==> config.mk <==
export PLATFORM = sky130hd
export DESIGN_NAME = tick_ctrl
export DESIGN_NICKNAME = d
export VERILOG_FILES = /design/src/rtl/tick_ctrl.sv
export SDC_FILE = /design/constraint.sdc
export NUM_CORES = 1
export LEC_CHECK = 0
export CAP_MARGIN = 20
export CORE_MARGIN = 2
export CORE_UTILIZATION = 40
export CTS_CLUSTER_SIZE = 8
export DETAILED_ROUTE_END_ITERATION = 12
export PLACE_DENSITY = 0.68
export SYNTH_ARGS = -nofsm -noshare
export SYNTH_HDL_FRONTEND = slang
export SYNTH_SLANG_ARGS = --single-unit
==> constraint.sdc <==
create_clock -name clk_100m -period 5.55 [get_ports clk_100m]
set_clock_uncertainty 0.1 [all_clocks]
set_input_delay 1.11 -clock clk_100m [delete_from_list [all_inputs] [get_ports clk_100m]]
set_output_delay 1.11 -clock clk_100m [all_outputs]
set_load 0.02 [all_outputs]
==> src/rtl/tick_ctrl.sv <==
// Tick controller: a prescaled 1 kHz enable with derived 500 Hz and 1 Hz enables,
// a 0..59 seconds counter, and an IDLE/RUN/PAUSE control FSM with single-step.
module tick_ctrl #(
  parameter int DIV_1K  = 100000,
  parameter int DIV_1HZ = 1000
) (
  input  logic       clk_100m,
  input  logic       cr,
  input  logic       start,
  input  logic       stop,
  input  logic       step,
  input  logic       clear,
  output logic       tick_1k,
  output logic       tick_5h,
  output logic       tick_1hz,
  output logic [5:0] sec_cnt,
  output logic       running,
  output logic       paused
);

  localparam int P_W = (DIV_1K > 1) ? $clog2(DIV_1K) : 1;
  localparam int Q_W = (DIV_1HZ > 1) ? $clog2(DIV_1HZ) : 1;
  localparam logic [P_W-1:0] P_LAST   = P_W'(DIV_1K - 1);
  localparam logic [Q_W-1:0] Q_LAST   = Q_W'(DIV_1HZ - 1);
  localparam logic [5:0]     SEC_LAST = 6'd59;

  typedef enum logic [1:0] {
    S_IDLE  = 2'b00,
    S_RUN   = 2'b01,
    S_PAUSE = 2'b10
  } state_e;

  state_e         state_q, state_d;
  logic [P_W-1:0] p_q, p_d;
  logic [Q_W-1:0] q_q, q_d;
  logic           phase_q, phase_d;
  logic [5:0]     sec_q, sec_d;
  logic           tick_1k_q, tick_1k_d;
  logic           tick_5h_q, tick_5h_d;
  logic           tick_1hz_q, tick_1hz_d;
  logic           running_q, running_d;
  logic           paused_q, paused_d;
  logic           advance_s;
  logic           fire_s;

  function automatic logic [5:0] sec_next(input logic [5:0] s);
    if (s == SEC_LAST) begin
      return 6'd0;
    end else begin
      return s + 6'd1;
    end
  endfunction

  // Next-state: command decode in priority order, then prescaler and tick cascade.
  always_comb begin
    state_d    = state_q;
    p_d        = p_q;
    q_d        = q_q;
    phase_d    = phase_q;
    sec_d      = sec_q;
    tick_1k_d  = 1'b0;
    tick_5h_d  = 1'b0;
    tick_1hz_d = 1'b0;
    advance_s  = 1'b0;
    fire_s     = 1'b0;

    if (clear) begin
      state_d = S_IDLE;
      p_d     = '0;
      q_d     = '0;
      phase_d = 1'b0;
      sec_d   = 6'd0;
    end else if (stop) begin
      state_d = (state_q == S_RUN) ? S_PAUSE : state_q;
    end else if (start) begin
      case (state_q)
        S_IDLE: begin
          state_d = S_RUN;
          p_d     = '0;
        end
        S_PAUSE: begin
          // The resume edge is itself a counting cycle, so p continues from its frozen value.
          state_d   = S_RUN;
          advance_s = 1'b1;
        end
        S_RUN: begin
          advance_s = 1'b1;
        end
        default: begin
          state_d = S_IDLE;
          p_d     = '0;
        end
      endcase
    end else if (step) begin
      fire_s    = (state_q == S_PAUSE);
      advance_s = (state_q == S_RUN);
    end else begin
      advance_s = (state_q == S_RUN);
    end

    if (advance_s) begin
      if (p_q == P_LAST) begin
        p_d    = '0;
        fire_s = 1'b1;
      end else begin
        p_d = p_q + P_W'(1);
      end
    end else begin
      p_d = p_d;
    end

    if (fire_s) begin
      tick_1k_d = 1'b1;
      tick_5h_d = phase_q;
      phase_d   = ~phase_q;
      if (q_q == Q_LAST) begin
        q_d        = '0;
        tick_1hz_d = 1'b1;
        sec_d      = sec_next(sec_q);
      end else begin
        q_d = q_q + Q_W'(1);
      end
    end else begin
      q_d = q_d;
    end

    running_d = (state_d == S_RUN);
    paused_d  = (state_d == S_PAUSE);
  end

  // State and output registers with synchronous reset.
  always_ff @(posedge clk_100m) begin
    if (cr) begin
      state_q    <= S_IDLE;
      p_q        <= '0;
      q_q        <= '0;
      phase_q    <= 1'b0;
      sec_q      <= 6'd0;
      tick_1k_q  <= 1'b0;
      tick_5h_q  <= 1'b0;
      tick_1hz_q <= 1'b0;
      running_q  <= 1'b0;
      paused_q   <= 1'b0;
    end else begin
      state_q    <= state_d;
      p_q        <= p_d;
      q_q        <= q_d;
      phase_q    <= phase_d;
      sec_q      <= sec_d;
      tick_1k_q  <= tick_1k_d;
      tick_5h_q  <= tick_5h_d;
      tick_1hz_q <= tick_1hz_d;
      running_q  <= running_d;
      paused_q   <= paused_d;
    end
  end

  assign tick_1k  = tick_1k_q;
  assign tick_5h  = tick_5h_q;
  assign tick_1hz = tick_1hz_q;
  assign sec_cnt  = sec_q;
  assign running  = running_q;
  assign paused   = paused_q;

endmodule

Word-level counts from Yosys, hierarchy flattened
Cells that the tools add are included.
W data, S select, Z words.
{"block": "word_totals", "wordCells": 63, "input_bits": 6, "out_inout_bits": 11, "regBits": 41}
{"block": "classes", "n_mux": 32, "addsub": 3, "n_reduce_logical": 7, "n_eq_ne": 9, "bitwise": 2}
{"operator": "$mux W17", "count": 6}
{"operator": "$mux W10", "count": 3}
{"operator": "$mux W6", "count": 4}
{"operator": "$add A17 B1 Y17 const B", "count": 1}
{"operator": "$eq A17 B17 Y1 const B", "count": 1}
{"operator": "$mux W1", "count": 14}
{"operator": "$add A10 B1 Y10 const B", "count": 1}
{"operator": "$eq A10 B10 Y1 const B", "count": 1}
{"operator": "$mux W2", "count": 4}
{"operator": "$add A6 B1 Y6 const B", "count": 1}
{"operator": "$eq A6 B6 Y1 const B", "count": 1}
{"operator": "$ne A3 B1 Y1 const B", "count": 2}
{"operator": "$reduce_or A2 Y1", "count": 3}
{"operator": "$eq A2 B1 Y1 const B", "count": 2}
{"operator": "$eq A2 B2 Y1 const B", "count": 2}
{"operator": "$pmux W2 S2", "count": 1}
{"operator": "$reduce_and A3 Y1", "count": 1}
{"operator": "$reduce_bool A3 Y1", "count": 1}
{"operator": "$logic_not A2 Y1", "count": 1}
{"operator": "$not A1 Y1", "count": 2}
{"operator": "$reduce_bool A2 Y1", "count": 1}

Logic depth before layout (Yosys ltp)
{"block": "depth", "depth_word": 9, "depth_mapped": 8, "ltp_nobuf": 7}

Worst setup path after synthesis
No wires, ideal clock.
{"block": "synth_path", "kind": "input to register", "start": "in start", "end": "reg sec_q[0] (netlist: sec_cnt[0])", "path_stages": 5, "t_arrival_ns": 2.468, "required_time_ns": 5.380, "path_slack_ns": 2.911, "path_buffers": 0, "setup_time_ns": 0.070, "cell_sequence": "mux2i_1 > nor4b_1 > a21oi_2 > or4_1 > a21oi_1"}
{"block": "synth_via", "elab_chain_len": 6, "word_cells_on_any_way": 9, "classes_between": "mux: 9"}
{"element": "start: declaration", "line": "9", "text": "input logic start,"}
{"element": "$mux W1", "line": "75", "text": "end else if (start) begin"}
{"element": "$mux W1", "line": "73", "text": "end else if (stop) begin"}
{"element": "$mux W1", "line": "67", "text": "if (clear) begin"}
{"element": "$mux W1", "line": "102", "text": "if (p_q == P_LAST) begin"}
{"element": "$mux W1 (*)", "line": "101", "text": "if (advance_s) begin"}
{"element": "$mux W6 (*)", "line": "112", "text": "if (fire_s) begin"}
{"element": "end signal: assignment", "line": "138", "text": "sec_q <= 6'd0;"}
{"element": "end signal: assignment", "line": "149", "text": "sec_q <= sec_d;"}
{"element": "end: declaration", "line": "37", "text": "logic [5:0] sec_q, sec_d;"}
Mark *: on every way between the ends. The rest lies on a longest branch, timed or not.
A chain may end at the register's enable or synchronous reset.

Worst setup path after layout
{"block": "layout_path", "start": "in clear", "end": "reg q_q[7]"}
{"block": "layout_via", "elab_chain_len": 4, "word_cells_on_any_way": 6, "classes_between": "mux: 5; reduce/logical: 1"}
{"element": "start: declaration", "line": "12", "text": "input logic clear,"}
{"element": "$mux W1", "line": "67"}
{"element": "$mux W1", "line": "102"}
{"element": "$mux W1", "line": "101"}
{"element": "$mux W10 or $reduce_bool A2 Y1 (tied branches)"}
{"element": "end signal: assignment", "line": "147", "text": "q_q <= q_d;"}
{"element": "end: declaration", "line": "35", "text": "logic [Q_W-1:0] q_q, q_d;"}
Several ways; a longest one is shown, not always the timed one.

==> impl_metrics.toml <==
[sta]
worst_pin_slew_ns = 0.947
maxSlewHeadroom = 0.367
post-route-period-util = 0.601
finalSetupViolations = 0
rsz0062_at_grt = "no"
drv_slew = 0
hold_viol_final = 0
min_period_ns = 3.34
finalSetupTns_ns = 0
fmaxAchievable_ghz = 0.300

[detailed_routing]
via_count = 1865
drt-vias-per-instance = 5.42
routedWlPerCell_um = 12.9
drt-pass1-iter-count = 4
drc = 0
drt_iter0_markers = 135
wl_um = 4450
ant_nets = 0

[cts]
cts_hold_buf = 0
cts_resized = 0
numClockSinks = 41
clk_pin_slew_worst_paths_ns = 0.08
cts_setup_buffers = 0
root_buffer = "clkbuf_8"
cts_tree = "built"
clk_path_buf_depth = 2
cts_made_buffers = 5
clk-insertion-delay-late_ns = 0.29
cts-htree-levels = 2

[layout]
diodes = 0
utilization = 0.478
drive_above_1_share = 0.0620
nets = 287
layout-area-overhead-vs-synth_pct = 14.2

[die]
die_area_um2 = 5980
die_y_um = 77.3
num_rows = 26
design.core.area_um2 = 5140
io_pins = 17
start_util = 0.418
die_x_um = 77.3

[setup_path]
critPathKind = "input pin to register"
critPathArrivalTime_ns = 3.42
critical_path.max_fanout = 17
cpPeakStageDelay_ns = 0.65
crit_path_top_delay_cell = "clkdlybuf4s50_1"
start_kind = "input pin"
worstPathCellList = "clkdlybuf4s50_1 > nor4b_1 > a21oi_2 > or3_1 > a311oi_1"
endpoint_kind = "register"
crit_required_ns = 5.64

[synthesis]
yosys_warnings = 0
yosys.area.top_type = "dfxtp_1"
ys.flop_type = "dfxtp_1"
yosys-top-cells-area = "dfxtp_1 (38%), ha_1 (4.7%), nor2_1 (4.0%)"
yosysMostFrequentCell = "dfxtp_1"
yosys.area.top_type_share = 0.382
yosys-top-cells-count = "dfxtp_1 (41), nor2_1 (23), nand2_1 (17), nand3_1 (17), o21ai_0 (16)"
ys_seq_elements = 41
syn_area_um2 = 2150
ys_seq_area_frac = 0.382
synth_cell_types = 46
syn_inst = 257
synth_nets = 271
synth_edf_count = 0
synth-async-reset-ratio = 0
avgSynthCellArea_um2 = 8.37

[flow_run]
maxCapViolations = 0

[grt]
grt_pass1_wl_um = 8100
grt_max_degree = 27
antenna_found_initial = 0
grt_pass1_vias = 1782
overflow = 0
grtUsageTotal = 0.164

[outcome]
status = "finished clean"

[power]
powerDensity_nw_per_um2 = 207
p_leak_nw = 0.845
vdd_drop_max_mv = 0.108

[place]
place_congestion = 0.761
dp_hpwl_um = 3080
portBuffers = 16

[worst_hold_path]
hold_class = "register to register"
==> per-stage QoR <==
| stage | instances | total power, mW | hold WS [ns] | area [um2] | setup WS, ns |
|---|---|---|---|---|---|
| after floorplan | 257 | 0.318 | 0.328 | 2150 | 2.91 |
| after global placement | 336 | 0.327 | 0.354 | 2370 | 1.97 |
| after detailed placement | 336 | 0.327 | 0.353 | 2370 | 1.92 |
| after CTS | 344 | 0.516 | 0.368 | 2460 | 2.24 |
| after global routing | 344 | 0.530 | 0.401 | 2460 | 2.00 |
| final | 344 | 0.508 | 0.376 | 2460 | 2.21 |
==> routing by layer <==
metal  vias to the layer above  track usage  routed length, um  part of all wire
li1                        969            -                  -                 -
met3                         2       0.0430                200             0.045
met4                         0       0.0643                 27            0.0061
met2                        38        0.244               1970              0.44
met5                         -            0                  0                 0
met1                       856        0.226               2250              0.51
==> logic make-up after synthesis <==
kind of cell    Yosys count  synth area share
xor+xnor                 12            0.0489
mux                       5            0.0239
simple gates            114             0.287
fa+ha+maj                 8            0.0465
flops                    41             0.382
compound gates           59             0.179
buf+inv                  18            0.0326
==> registers in the layout, summed over array words and instances (netlist names) <==
register / flops
p_q: 17
q_q: 10
sec_cnt: 6
state_q: 2
paused: 1
phase_q: 1
running: 1
tick_1hz: 1
tick_1k: 1
tick_5h: 1
==> cell usage in the layout, fill, tap and decap left out, types with 2 or more instances in the layout <==
| cell | synthesis | routed |
|---|---|---|
| a2111oi_0 | 2 | 2 |
| a211o_1 | 3 | 3 |
| a211oi_1 | 3 | 3 |
| a21o_1 | 5 | 5 |
| a21oi_1 | 13 | 13 |
| a2bb2oi_1 | 2 | 2 |
| a31oi_1 | 3 | 3 |
| and2_1 | 2 | 2 |
| and3_1 | 11 | 11 |
| and4_1 | 2 | 2 |
| clkbuf_8 | 0 | 5 |
| clkdlybuf4s50_1 | 0 | 16 |
| clkinv_2 | 0 | 2 |
| dfxtp_1 | 41 | 41 |
| ha_1 | 8 | 8 |
| inv_1 | 10 | 10 |
| mux2i_1 | 4 | 4 |
| nand2_1 | 17 | 17 |
| nand2b_1 | 2 | 2 |
| nand3_1 | 17 | 17 |
| nand3b_1 | 3 | 3 |
| nand4_1 | 3 | 3 |
| nand4b_1 | 2 | 2 |
| nor2_1 | 23 | 23 |
| nor2b_1 | 2 | 2 |
| nor3_1 | 11 | 11 |
| nor4_1 | 5 | 5 |
| o211ai_1 | 4 | 4 |
| o21ai_0 | 16 | 16 |
| or2_2 | 4 | 4 |
| or3_1 | 6 | 6 |
| xnor2_1 | 8 | 8 |
| xor2_1 | 4 | 4 |
==> power by group <==
part / total (mW) / internal, mW / switching (mW)
Clock: 0.188 / 0.0872 / 0.101
Sequential: 0.296 / 0.295 / 0.000803
Combinational: 0.0240 / 0.00883 / 0.0152
==> path summary, 6_finish.rpt <==
path / start / to / slack [ns] / cells past startpoint
worst max register to register: state_q[0] / q_q[7] / 2.95 / 7
worst min-delay path: phase_q / phase_q / 0.38 / 1
worst max-delay path: clear / q_q[7] / 2.21 / 5
worst min register to register: phase_q / phase_q / 0.38 / 1
==> worst max-delay path: cells and delay by family <==
| family | cells | cell delay [ns] |
|---|---|---|
| AO/OA/AOI/OAI | 2 | 0.58 |
| AND/OR/NAND/NOR | 2 | 1.08 |
| buffers and inverters | 1 | 0.65 |
==> final cells by class <==
type / count / area [um2]
repair buffers: 17 / 168
flip-flops and latches: 41 / 821
clock inverters: 2 / 10.0
multi-input cells: 198 / 1260
inverters: 10 / 37.5
well taps: 70 / 87.6
clock buffers: 6 / 72.6
fillers: 521 / 2680
Power figures use the tool's default switching activity.
==> RTL edit 1: new RTL, config.mk and constraints unchanged <==
Put one more register stage on the output `sec_cnt`. The value now appears one clock later. The other outputs are not delayed to match.
--- a/src/rtl/tick_ctrl.sv
+++ b/src/rtl/tick_ctrl.sv
@@ -158,7 +158,9 @@
   assign tick_1k  = tick_1k_q;
   assign tick_5h  = tick_5h_q;
   assign tick_1hz = tick_1hz_q;
-  assign sec_cnt  = sec_q;
+  always_ff @(posedge clk_100m) begin
+    sec_cnt <= sec_q;
+  end
   assign running  = running_q;
   assign paused   = paused_q;
 
Function: no difference found for any inputs over 10 cycles, from zero or initial values; that may be too few to reach the edited logic, so the function may still have changed.
==> RTL edit 1 against the original RTL <==
Wire length up 0.58%. Cell count down 2.0%. Power up 11%. Clock power up 6%. Highest routed layer unchanged. Setup slack better by 0.24 ns. Largest cell class unchanged. Maximum frequency up 7.8%. Sequential cell count up 6. Worst hold slack worse by 0.081 ns. Synthesized area up 6.9%. Design area up 5.6%. Die area up 6.6%. Critical path type unchanged.
==> RTL edit 1: results (changes against the original RTL) <==
| Metric | Value |
|---|---|
| Initial drt markers | `77 (-43%)` |
| Placer Congestion | `0.7341 (-3.5%)` |
| Seq/Total Area, Yosys | `40.91% (+2.8 points)` |
| Multiplexer share of the synthesized area | `1.360% (-1.0 points)` |
| Warnings, synthesis | `0 (unchanged)` |
| Worst Tran Pin Value | `0.8057 ns (-0.1412 ns)` |
| Post-Place Cells | `329 (-2.1%)` |
| Synth top area cells | `dfxtp_1 41%, nor2_1 4.7%, xnor2_1 4.6%, ha_1 4.4%, nand3_1 2.8%` |
| Adder-Cell Fraction of Synth Area | `4.353% (-0.30 points)` |
| Commonest cells post-synth | `47 x dfxtp_1, 29 x nor2_1, 16 x nand2_1, 13 x nand3_1, 12 x xnor2_1` |
| Area after DPL | `2507 µm² (+5.6%)` |
| Critical Path Source | `start` |
| H-Tree Depth | `2 (unchanged)` |
| GRT overflow | `0 (unchanged)` |
| Ys async rst share | `0% (unchanged)` |
| Final cell count without fillers | `337 (-2.0%)` |
| Status | `finished clean` |
| Cell Pwr Density | `216.8 nW/µm² (+4.8%)` |
| First-pass GRT wire length | `7.893 mm (-2.6%)` |
| Met1 usage | `19.06% (-3.6 points)` |
| TritonRoute pass-1 iters | `4 (unchanged)` |
| Deepest clock path buffer count | `2 (unchanged)` |
| HPWL after DPL | `3.179 mm (+3.3%)` |
| Worst hold path type | `reg -> reg` |
| Met3 Usage GRT | `3.846% (-0.46 points)` |
| Final #Nets | `278 (-3.1%)` |
| Post-CTS sizing | `0 (unchanged)` |
| HP Start | `sec_q[1]$_SDFF_PP0_` |
| Setup bufs post-CTS | `0 (unchanged)` |
| DRT Wirelength | `4.477 mm (+0.58%)` |
| Vias in the first global route | `1748 (-1.9%)` |
| Largest net degree at the start of global routing | `27 (unchanged)` |
| Place WS | `2.169 ns (+0.2514 ns)` |
| Largest registers | `p_q x17, q_q x10` |
| Worst-path clk slew | `0.08 ns (about the same)` |
| Synth Area in XOR/XNOR | `6.094% (+1.2 points)` |
| All-Layer GR Usage | `15.37% (-1.0 points)` |
| DR vias | `1808 (-3.1%)` |
| Root Buffer | `clkbuf_8` |
| Worst endpoint data arrival time | `3.18 ns (-0.24 ns)` |
| Met2 Track Usage GR | `25.71% (+1.3 points)` |
| Average size of a mapped cell | `9.199 µm² (+9.9%)` |
| Distinct cell type count after synthesis | `51 (+11%)` |
| Max IR drop VDD | `0.1216 mV (+13%)` |
| CP Max Fanout | `13 (-4)` |
| Fraction of layout cells with a size suffix above 1 | `8.302% (+2.1 points)` |
| Synth Area in Compound Gates | `16.97% (-0.94 points)` |
| Mapped Nets | `264 (-2.6%)` |
| Leakage | `0.8635 nW (+2.1%)` |
RTL edit 1: final cells by class:
class | count | area, µm²
multi-input combinational | 187 | 1286
fill | 556 | 2948
timing repair buffer | 17 | 167.7
tap | 72 | 90.09
clock buffer | 6 | 72.57
clock inverter | 2 | 12.51
inverter | 6 | 22.52
sequential | 47 | 940.9
RTL edit 1: report_power, final:
part           switching [mW]  leakage (nW)  internal (mW)
clock                   0.112        0.0412         0.0881
sequential           0.000975         0.379          0.338
combinational          0.0143         0.444        0.00919
RTL edit 1: cells by family (layout without fill, tap and decap cells):
logic type,Yosys count,after routing
muxes,3,3
DFF,47,47
adders and majority gates,8,8
AOI/OAI and AO/OA,47,47
and+or+nand+nor,113,113
xor gates and xnor gates,16,16
buffers and inverters,16,31
RTL edit 1: critical path, cell delays in order:
cell	delay, ns
clkdlybuf4s50_1	0.56
mux2i_1	0.20
nor3_1	0.11
a21oi_2	0.68
nor3_2	0.17
a221o_1	0.32
RTL edit 1: layer usage:
| metal | vias to the layer above | part of all wire (%) |
|---|---|---|
| li1 | 932 | - |
| met4 | 0 | 1.4 |
| met1 | 846 | 49 |
| met2 | 24 | 47 |
| met3 | 6 | 3.1 |
| met5 | - | 0 |
RTL edit 1: worst paths after layout:
path                                       endpoint  slack, ns  cells past startpoint
worst max-delay path            q_q[7]$_SDFFE_PP0P_       2.46                      6
worst min-delay path             sec_cnt[1]$_DFF_P_       0.30                      0
worst max register to register  q_q[7]$_SDFFE_PP0P_       3.12                      7
worst min register to register   sec_cnt[1]$_DFF_P_       0.30                      0
==> RTL edit 2: new RTL, same settings <==
Made on the original files. Change the parameter `DIV_1HZ` from 1000 to 500.
--- a/src/rtl/tick_ctrl.sv
+++ b/src/rtl/tick_ctrl.sv
@@ -2,7 +2,7 @@
 // a 0..59 seconds counter, and an IDLE/RUN/PAUSE control FSM with single-step.
 module tick_ctrl #(
   parameter int DIV_1K  = 100000,
-  parameter int DIV_1HZ = 1000
+  parameter int DIV_1HZ = 500
 ) (
   input  logic       clk_100m,
   input  logic       cr,
Function: same outputs for any inputs over 10 cycles, from zero or initial values; that may be too few to reach the edited logic, so the function may still have changed.
==> RTL edit 2 against the original RTL <==
Synthesized cell count down 4.3%. Sequential cell count down 1. Synthesized area down 1.6%. Design area down 0.61%. Setup slack worse by 0.15 ns. Wire length up 1.6%. Non-clock buffer count unchanged. Combinational power up 4%. Power up 8.7%. Cell count down 3.8%. Critical path type unchanged. Critical endpoint is now p_q[3]$_SDFFE_PP0P_. Largest cell class unchanged.
==> RTL edit 2: results (changes against the original RTL) <==
| Metric | Value |
|---|---|
| Status | `finished clean` |
| Placer Congestion | `0.8548 (+12%)` |
| Setup bufs post-CTS | `0 (unchanged)` |
| Distinct cell type count after synthesis | `55 (+20%)` |
| CP Max Fanout | `20 (+3)` |
| Met1 usage | `22.13% (-0.50 points)` |
| Commonest cells post-synth | `40 x dfxtp_1, 25 x nor2_1, 20 x nand2_1, 18 x nand3_1, 14 x a21oi_1` |
| Vias in the first global route | `1659 (-6.9%)` |
| Place WS | `1.803 ns (-0.1144 ns)` |
| Fillcell total | `476 (-8.6%)` |
| Worst endpoint data arrival time | `3.54 ns (+0.12 ns)` |
| Mapped Nets | `260 (-4.1%)` |
| First-pass GRT wire length | `7.741 mm (-4.4%)` |
| Leakage | `0.8426 nW (-0.34%)` |
| Seq/Total Area, Yosys | `37.83% (-0.34 points)` |
| Worst Tran Pin Value | `0.8318 ns (-0.1150 ns)` |
| Synth top area cells | `dfxtp_1 38%, ha_1 4.7%, nor2_1 4.4%, nand3_1 4.3%, o211ai_1 3.9%` |
| Final #Nets | `274 (-4.5%)` |
| All-Layer GR Usage | `15.93% (-0.47 points)` |
| Post-Place Cells | `323 (-3.9%)` |
| Largest net degree at the start of global routing | `21 (-22%)` |
| Met2 Track Usage GR | `24.12% (-0.31 points)` |
| Routed len/inst | `13.67 µm (+5.6%)` |
| DR vias | `1828 (-2.0%)` |
| Max IR drop VDD | `0.1346 mV (+25%)` |
| Final Cycle Share | `62.81% (+2.7 points)` |
| Initial drt markers | `136 (+0.74%)` |
| Min Hold Slack | `0.3850 ns (+0.009393 ns)` |
| Average size of a mapped cell | `8.606 µm² (+2.8%)` |
| P_sw | `0.1225 mW (+4.7%)` |
| HPWL after DPL | `3.064 mm (-0.45%)` |
| Worst-path clk slew | `0.07 ns` |
RTL edit 2: layout make-up:
type / count / area, µm² / area share [%]
clock buffers: 5 / 68.82 / 2.819
repair buffers: 17 / 167.7 / 6.868
clock inverters: 3 / 42.54 / 1.743
flip-flops and latches: 40 / 800.8 / 32.80
well taps: 70 / 87.58 / 3.588
multi-input cells: 187 / 1240 / 50.79
inverters: 9 / 33.78 / 1.384
RTL edit 2: worst paths after layout:
kind	start	depth (start not counted)	endpoint
hold reg to reg	phase_q$_SDFFE_PP0P_	2	phase_q$_SDFFE_PP0P_
setup reg to reg	state_q[0]$_SDFF_PP0_	7	q_q[2]$_SDFFE_PP0P_
hold / removal	phase_q$_SDFFE_PP0P_	2	phase_q$_SDFFE_PP0P_
setup / recovery	cr	7	p_q[3]$_SDFFE_PP0P_
RTL edit 2: metal layers:
| layer | up-vias | wire length [µm] |
|---|---|---|
| met1 | 852 | 2309 |
| met4 | 0 | 61 |
| met3 | 6 | 109 |
| li1 | 942 | - |
| met2 | 28 | 2044 |
| met5 | - | 0 |
RTL edit 2: power by group through the flow:
stage / logic (mW) / registers [mW] / clock network, mW
final: 0.0249 / 0.289 / 0.239
after global routing: 0.0273 / 0.289 / 0.254
after CTS: 0.0247 / 0.289 / 0.245
after detailed placement: 0.0246 / 0.295 / 0
after global placement: 0.0242 / 0.295 / 0
after floorplan: 0.0148 / 0.296 / 0
RTL edit 2: worst max-delay path, delay by kind of cell:
family	cells	cell delay (ns)
buf+inv	3	1.41
simple gates	3	0.94
compound gates	1	0.08
RTL edit 2: kinds of logic after synthesis:
family	synth area share, %
muxes	1.005
adders and majority gates	4.728
and+or+nand+nor	28.43
DFF	37.83
xor gates and xnor gates	4.965
buffers and inverters	3.605
AOI/OAI and AO/OA	19.45
